**config.mk**
```make
export PLATFORM = sky130hd
export DESIGN_NAME = gen_pipe_elastic
export DESIGN_NICKNAME = d
export VERILOG_FILES = /design/src/rtl/gen_pipe_elastic_pkg.sv /design/src/rtl/gen_pipe_elastic_stage.sv /design/src/rtl/gen_pipe_elastic.sv
export SDC_FILE = /design/constraint.sdc
export NUM_CORES = 1
export LEC_CHECK = 0
export BUFFER_PORTS_ARGS = -buffer_cell sky130_fd_sc_hd__buf_2
export CAP_MARGIN = 5
export CORE_UTILIZATION = 51
export CTS_CLUSTER_SIZE = 10
export DETAILED_ROUTE_END_ITERATION = 16
export GPL_TIMING_DRIVEN = 1
export PLACE_DENSITY = 0.8
export REMOVE_ABC_BUFFERS = 1
export SYNTH_ARGS = -nofsm -noshare
export SYNTH_HDL_FRONTEND = slang
export SYNTH_SLANG_ARGS = --single-unit
```
**constraint.sdc**
```tcl
create_clock -name clk -period 3.7 [get_ports clk]
set_input_delay 0.555 -clock clk [delete_from_list [all_inputs] [get_ports clk]]
set_output_delay 0.555 -clock clk [all_outputs]
set_load 0.005 [all_outputs]
```
**src/rtl/gen_pipe_elastic_pkg.sv**
```systemverilog
// Shared definitions for the elastic pipeline register and the core stages that use it.
package gen_pipe_elastic_pkg;

    localparam int PIPE_DW_DEFAULT = 32;

    // addi x0, x0, 0: what an empty slot presents to the next core stage
    localparam logic [PIPE_DW_DEFAULT-1:0] NOP_INSN = 32'h0000_0013;

    typedef enum logic {
        READY_COMB = 1'b0,
        READY_REG  = 1'b1
    } ready_mode_e;

    function automatic ready_mode_e ready_mode(input int reg_ready);
        return (reg_ready != 0) ? READY_REG : READY_COMB;
    endfunction

endpackage

```
**src/rtl/gen_pipe_elastic_stage.sv**
```systemverilog
// One elastic stage: a main register plus a one-entry skid. Ready is supplied by the
// parent, so the same stage serves both the combinational and registered-ready chains.
module gen_pipe_elastic_stage
    import gen_pipe_elastic_pkg::*;
#(
    parameter int DW = PIPE_DW_DEFAULT
) (
    input  logic          clk,
    input  logic          rst,
    input  logic          flush,
    input  logic          stall,
    input  logic [DW-1:0] def_val,
    input  logic          up_valid_i,
    input  logic [DW-1:0] up_data_i,
    input  logic          up_ready_i,
    input  logic          dn_ready_i,
    output logic          dn_valid_o,
    output logic [DW-1:0] dn_data_o,
    output logic          skid_valid_o
);

    logic          main_vld_q, main_vld_d;
    logic [DW-1:0] main_q, main_d;
    logic          skid_vld_q, skid_vld_d;
    logic [DW-1:0] skid_q, skid_d;
    logic          accept, pop;

    // With a combinational ready the skid never fills: up_ready already implies main is free or leaving.
    always_comb begin
        accept     = up_valid_i & up_ready_i;
        pop        = main_vld_q & dn_ready_i;
        main_vld_d = main_vld_q;
        main_d     = main_q;
        skid_vld_d = skid_vld_q;
        skid_d     = skid_q;
        if (!main_vld_q || pop) begin
            if (skid_vld_q) begin
                main_vld_d = 1'b1;
                main_d     = skid_q;
                skid_vld_d = 1'b0;
            end else begin
                main_vld_d = accept;
                if (accept) begin
                    main_d = up_data_i;
                end
            end
        end else if (accept) begin
            skid_vld_d = 1'b1;
            skid_d     = up_data_i;
        end
    end

    always_ff @(posedge clk) begin
        if (!rst || flush) begin
            main_vld_q <= 1'b0;
            skid_vld_q <= 1'b0;
            main_q     <= def_val;
            skid_q     <= def_val;
        end else if (!stall) begin
            main_vld_q <= main_vld_d;
            skid_vld_q <= skid_vld_d;
            main_q     <= main_d;
            skid_q     <= skid_d;
        end
    end

    assign dn_valid_o   = main_vld_q;
    assign dn_data_o    = main_q;
    assign skid_valid_o = skid_vld_q;

endmodule

```
**src/rtl/gen_pipe_elastic.sv**
```systemverilog
// Multi-stage valid/ready pipeline register with flush-to-default, global stall,
// bubble collapsing and an optional registered-ready (skid) mode.
module gen_pipe_elastic
    import gen_pipe_elastic_pkg::*;
#(
    parameter int DW        = PIPE_DW_DEFAULT,
    parameter int STAGES    = 2,
    parameter int REG_READY = 0,
    parameter int CW        = $clog2(STAGES * (1 + REG_READY) + 1)
) (
    input  logic          clk,
    input  logic          rst,
    input  logic          flush,
    input  logic          stall,
    input  logic [DW-1:0] def_val,
    input  logic          in_valid,
    output logic          in_ready,
    input  logic [DW-1:0] in_data,
    output logic          out_valid,
    input  logic          out_ready,
    output logic [DW-1:0] out_data,
    output logic [CW-1:0] occupancy
);

    localparam ready_mode_e MODE = ready_mode(REG_READY);

    logic [STAGES:0]          vld_c;
    logic [STAGES:0]          rdy_c;
    logic [STAGES:0][DW-1:0]  dat_c;
    logic [STAGES-1:0]        skid_vld;
    logic                     active, in_fire, out_fire;
    logic [CW-1:0]            occ_q, occ_d;

    assign vld_c[0] = in_valid;
    assign dat_c[0] = in_data;

    // Ready walks from the output back to the input; in registered mode each link is a flop.
    always_comb begin
        rdy_c         = '0;
        rdy_c[STAGES] = out_ready;
        for (int i = STAGES - 1; i >= 0; i--) begin
            rdy_c[i] = (MODE == READY_REG) ? !skid_vld[i] : (!vld_c[i+1] || rdy_c[i+1]);
        end
    end

    for (genvar g = 0; g < STAGES; g++) begin : g_stage
        gen_pipe_elastic_stage #(
            .DW (DW)
        ) u_stage (
            .clk          (clk),
            .rst          (rst),
            .flush        (flush),
            .stall        (stall),
            .def_val      (def_val),
            .up_valid_i   (vld_c[g]),
            .up_data_i    (dat_c[g]),
            .up_ready_i   (rdy_c[g]),
            .dn_ready_i   (rdy_c[g+1]),
            .dn_valid_o   (vld_c[g+1]),
            .dn_data_o    (dat_c[g+1]),
            .skid_valid_o (skid_vld[g])
        );
    end

    // Reset, flush and stall all block both ends, so nothing is handed over in those cycles.
    assign active    = rst & !flush & !stall;
    assign in_ready  = rdy_c[0] & active;
    assign out_valid = vld_c[STAGES] & active;
    assign out_data  = dat_c[STAGES];
    assign in_fire   = in_valid & in_ready;
    assign out_fire  = out_valid & out_ready;

    assign occ_d = occ_q + CW'(in_fire) - CW'(out_fire);

    always_ff @(posedge clk) begin
        if (!rst || flush) begin
            occ_q <= '0;
        end else begin
            occ_q <= occ_d;
        end
    end

    assign occupancy = occ_q;

endmodule

```
== Word-level counts from Yosys, hierarchy flattened ==
Cells that the tools add are included.
Storage, ports and cells
  bits in latches: 0
  memories: 0
  bits in registers: 134
  memory bits (read-only): 0
  input bits: 70
  RAM bits: 0
Operators by class
  reduce and logical (&&, ||, !) cells: 26
  add/sub/neg operators: 2
  shift-type cells: 0
  $lt $le $gt $ge: 0
  equal/unequal tests: 3
  bitwise gates (word level): 10
  divide/modulo/power cells: 0
  $mul: 0
  mux-type cells: 22
Operator list (number)
  2-to-1 mux 32 bit: 16
  AND reduction 3 bit: 4
  nonzero test 2 bit: 6
  bitwise AND 1 bit: 9
  AND reduction 2 bit: 4
  2-to-1 mux 1 bit: 6
  nonzero test 3 bit: 2
  logical NOT 1 bit: 5
  logical OR 1 bit: 5
  inequality test 2 bit (second input constant): 2
  adder 2 x 1 -> 2 bit: 1
  inequality test 2 x 1 -> 1 bit (second input constant): 1
  subtractor 2 x 1 -> 2 bit: 1
  inverter 1 bit: 1

== Depth between registers and ports, before layout ==
  depth after elaboration: 9
  depth in mapped cells: 12
  gate-level depth less buffers: 10

== By module ==
From an unflattened synthesis, not the netlist that was laid out.
Unflattened totals
  cells, all modules: 389
  area total of the unflattened synthesis: 7065.5 um2
Modules (own cells, without submodules)
  gen_pipe_elastic_stage: seq. area each 1961.9 um2, instances 2, area an instance 3453.3 um2, cells each 186
  gen_pipe_elastic: seq. area each 40.0 um2, instances 1, area an instance 158.9 um2, cells each 17

== Worst setup path after synthesis ==
OpenSTA, ideal clock, no wires.
  kind: in2reg
  start: in out_ready
  end: reg g_stage[0].u_stage.main_q[0] (enable)
  arrival time: 3.074 ns
  path slack: 0.161 ns
  stages on the path: 2
  required time: 3.234 ns
  cell sequence: and3b_1 -> o21ai_0
On the way
  cells in the longest elaborated chain, start to end: 5
  elaborated cells between the ends (all ways): 8
  those cells by class: 2 x bitwise; 6 x reduce/logical
Ends and longest elaborated chain
  from (decl): line gen_pipe_elastic.sv:20  | input logic out_ready,
  logical OR 1 bit (*): line gen_pipe_elastic.sv:42  | rdy_c[i] = (MODE == READY_REG) ? !skid_vld[i] : (!vld_c[i+1] || rdy_c[i+1]);
  logical OR 1 bit / bitwise AND 1 bit (equally long branches): line gen_pipe_elastic.sv:42, gen_pipe_elastic_stage.sv:31
  bitwise AND 1 bit / logical OR 1 bit (equally long branches): line gen_pipe_elastic_stage.sv:30, gen_pipe_elastic_stage.sv:36
  nonzero test 3 bit (no line) / nonzero test 2 bit (equally long branches)
  AND reduction 3 bit (no line) (*)
  to (signal assigned): line gen_pipe_elastic_stage.sv:57  | main_q <= def_val;
  to (signal assigned): line gen_pipe_elastic_stage.sv:62  | main_q <= main_d;
  to (decl): line gen_pipe_elastic_stage.sv:23  | logic [DW-1:0] main_q, main_d;
Mark *: on every way between the ends. The rest lies on a longest branch, timed or not.
A chain may end at the register's enable or synchronous reset.

== Worst setup path after layout ==
  start: in flush
  end: out out_valid
On the way
  cells in the longest elaborated chain, start to end: 4
Ends and longest elaborated chain
  from (decl): line gen_pipe_elastic.sv:13  | input logic flush,
  logical NOT 1 bit: line gen_pipe_elastic.sv:66  | assign active = rst & !flush & !stall;
  bitwise AND 1 bit (2 in series): line gen_pipe_elastic.sv:66
  bitwise AND 1 bit: line gen_pipe_elastic.sv:68  | assign out_valid = vld_c[STAGES] & active;
  to (decl): line gen_pipe_elastic.sv:19  | output logic out_valid,
No other way between the ends.

==> results.sh <==
export IMPL_crit_arrival_ns=1.44
export IMPL_slowest_delay_ns=0.28
export IMPL_grt_pass1_wl_mm=19.8
export IMPL_cp_cell_sequence="buf_2 -> nor2b_4 -> buf_4 -> inv_4 -> nor3b_2 -> buf_2"
export IMPL_grt_ovfl_total=0
export IMPL_drive_gt1_share_pct=24.0
export IMPL_cts_repair_resized=0
export IMPL_die_y_um=114
export IMPL_leakage_nw=2.90
export IMPL_syn_area_per_cell_um2=11.7
export IMPL_dr_pass1_iters=5
export IMPL_most_common_layout_cells="155 x nand2_1, 128 x edfxtp_1, 105 x buf_2, 64 x mux2i_1, 64 x a21oi_1"
export IMPL_grt_max_degree=82
export IMPL_critPathSlowestCell="buf_4"
export IMPL_gp_congestion=0.795
export IMPL_fillers=948
export IMPL_cts_setup_buffers=0
export IMPL_holdBufCountCts=0
export IMPL_clock_latency_ns=0.40
export IMPL_r2r_slack_ns=1.80
export IMPL_crit_path_end_kind="output port"
export IMPL_drv_cap=0
export IMPL_period_minus_slack_ns=1.99
export IMPL_critical_path_buf_inv_count=4
export IMPL_outcome="completed"
export IMPL_htreeDepth=4
export IMPL_synth_adder_area_share_pct=0.394
export IMPL_die_width_um=114
export IMPL_final_common_cell="nand2_1"
export IMPL_core_um2=12100
export IMPL_first_iter_violations=334
export IMPL_seq_area_frac_synth_pct=62.5
export IMPL_synth_compound_area_share_pct=6.19
export IMPL_cts_buffers=17
export IMPL_drc=0
export IMPL_clock_sinks=134
export IMPL_n_antenna_cell=0
export IMPL_dieArea_um2=12900
export IMPL_cts_root_buf="clkbuf_16"
export IMPL_cp_start_kind="input port"
export IMPL_clk_path_buf_depth=2
export IMPL_synthTopCellsByArea="edfxtp_1 61%, mux2i_1 10%, nand2_1 9.2%"
export IMPL_tightest_slew_ns=0.901
export IMPL_maxSlewHeadroom_pct=39.7
export IMPL_hpwl_mm=7.83
export IMPL_cp_top_family="buffers and inverters"
export IMPL_synth_flop_cell="edfxtp_1"
export IMPL_ant_nets=0
export IMPL_vias_per_cell=5.30
export IMPL_portBuffers=105
export IMPL_synth_top_area_share_pct=60.6
export IMPL_cts_tree="built"
export IMPL_antenna_found_initial=0
export IMPL_start_util_pct=52.6
export IMPL_crit_path_frequent_cell="buf_2"
export IMPL_utilization_pct=59.7
export IMPL_ir_drop_v=0.000267
export IMPL_grt_pass1_vias=4009
export IMPL_netlist_instances=544
export IMPL_yosysWarnings=0
export IMPL_netlist_area_um2=6340
export IMPL_hold_path_class="in2reg"
export IMPL_synth_distinct_cells=26
export IMPL_pin_count=106
export IMPL_synth_top_family_by_area="simple AND/OR/NAND/NOR gates"
export IMPL_area_delta_synth_final_pct=13.4
export IMPL_ys_ff_latch=134
export IMPL_placementRows=40
export IMPL_report_final_hold_viol_count=0
export IMPL_p_per_area_nw_per_um2=509
export IMPL_setup_viol=0
export IMPL_drt_wl_total_mm=12.6
export IMPL_rsz0062_at_grt="no"
export IMPL_pre_cts_slack_ns=1.28
export IMPL_crit_fanout=23
export IMPL_yosys_area_top_type="edfxtp_1"
export IMPL_yosys_area_share_simple_pct=12.8
export IMPL_cp_required_ns=3.14
export IMPL_grt_usage_pct=20.4
export IMPL_min_period_over_period_pct=53.9
export IMPL_num_vias=4194
export IMPL_fmax_ghz=0.502
export IMPL_synthMuxAreaShare_pct=10.1
export IMPL_fin_skew_ns=0.00630
export IMPL_worst_setup_path_type="in2out"
export IMPL_ys_async_sr_fraction_pct=0
export IMPL_setup_tns_ns=0
export IMPL_clkSlewWorstSetupHoldPaths_ns=0.05
export IMPL_synth_xor_area_share_pct=0.276
export IMPL_synth_edf_count=128
export IMPL_nets=686
export IMPL_maxSlewViolCount=0
export IMPL_post_drt_wl_per_cell_um=15.9
export IMPL_fin_ws_ns=1.71
-- power breakdown --
part	total, mW	internal (mW)	switching (mW)
clock network	1.45	0.891	0.561
registers	1.90	1.85	0.0539
logic	0.309	0.121	0.188
total	3.66	2.86	0.804
-- worst min-delay path: stages --
cell,delay [ns]
buf_2,0.08
nand2_1,0.04
nand2_1,0.06
-- per-layer routing --
metal	GRT usage, %	share of wire, %	vias to the layer above
met3	5.74	6.6	16
met1	26.2	44	1995
met2	33.5	49	167
li1	-	-	2016
met5	0	0	-
met4	6.84	1.1	0
-- synth_stat cells (2+ instances only) --
library cell	instances
a21oi_1	64
a21oi_2	2
and2_1	2
buf_2	13
buf_4	42
buf_6	7
dfxtp_1	6
edfxtp_1	128
ha_1	2
inv_1	3
mux2i_1	64
nand2_1	155
nand2_2	6
nor2_1	33
o211a_1	2
o21ai_0	4
o21bai_1	2
-- final cells by class --
| cell class | count | area, um^2 | area share (%) |
|---|---|---|---|
| Clock inverter | 10 | 66.3 | 0.921 |
| Tap cell | 168 | 210 | 2.92 |
| Clock buffer | 19 | 433 | 6.01 |
| Multi-Input combinational cell | 343 | 1910 | 26.6 |
| Sequential cell | 134 | 3970 | 55.1 |
| Inverter | 4 | 17.5 | 0.243 |
| Timing Repair Buffer | 114 | 593 | 8.24 |
-- path summary, 6_finish.rpt --
kind / cells after the start / startpoint / endpoint
setup reg to reg: 3 / g_stage[1].u_stage.dn_valid_o / g_stage[1].u_stage.dn_data_o[11]
setup / recovery: 6 / flush / out_valid
hold reg to reg: 2 / g_stage[0].u_stage.dn_valid_o / g_stage[0].u_stage.dn_valid_o
hold / removal: 3 / in_data[13] / g_stage[0].u_stage.skid_q[13]
-- sequential cells by signal, indices dropped and copies added (netlist names) --
signal,flops
g_stage.u_stage.dn_valid_o,2
g_stage.u_stage.dn_data_o,64
g_stage.u_stage.skid_valid_o,2
occupancy,2
g_stage.u_stage.skid_q,64
-- per-stage QoR --
step | cells | hold WS, ns | area (um^2) | total power [mW]
2_1_floorplan | 481 | 0.488 | 5870 | 2.09
3_3_place_gp | 763 | 0.501 | 6700 | 2.22
3_5_place_dp | 763 | 0.517 | 6700 | 2.24
4_1_cts | 792 | 0.416 | 7200 | 3.69
5_1_grt | 792 | 0.420 | 7200 | 3.81
6_report | 792 | 0.435 | 7200 | 3.66
-- kinds of logic after synthesis --
kind of cell             Yosys count
XOR/XNOR                           2
AO/OA/AOI/OAI                     74
buffers and inverters             67
adder cells (fa/ha/maj)            2
flip-flops                       134
AND/OR/NAND/NOR                  201
multiplexers                      64
Power figures use the tool's default switching activity.
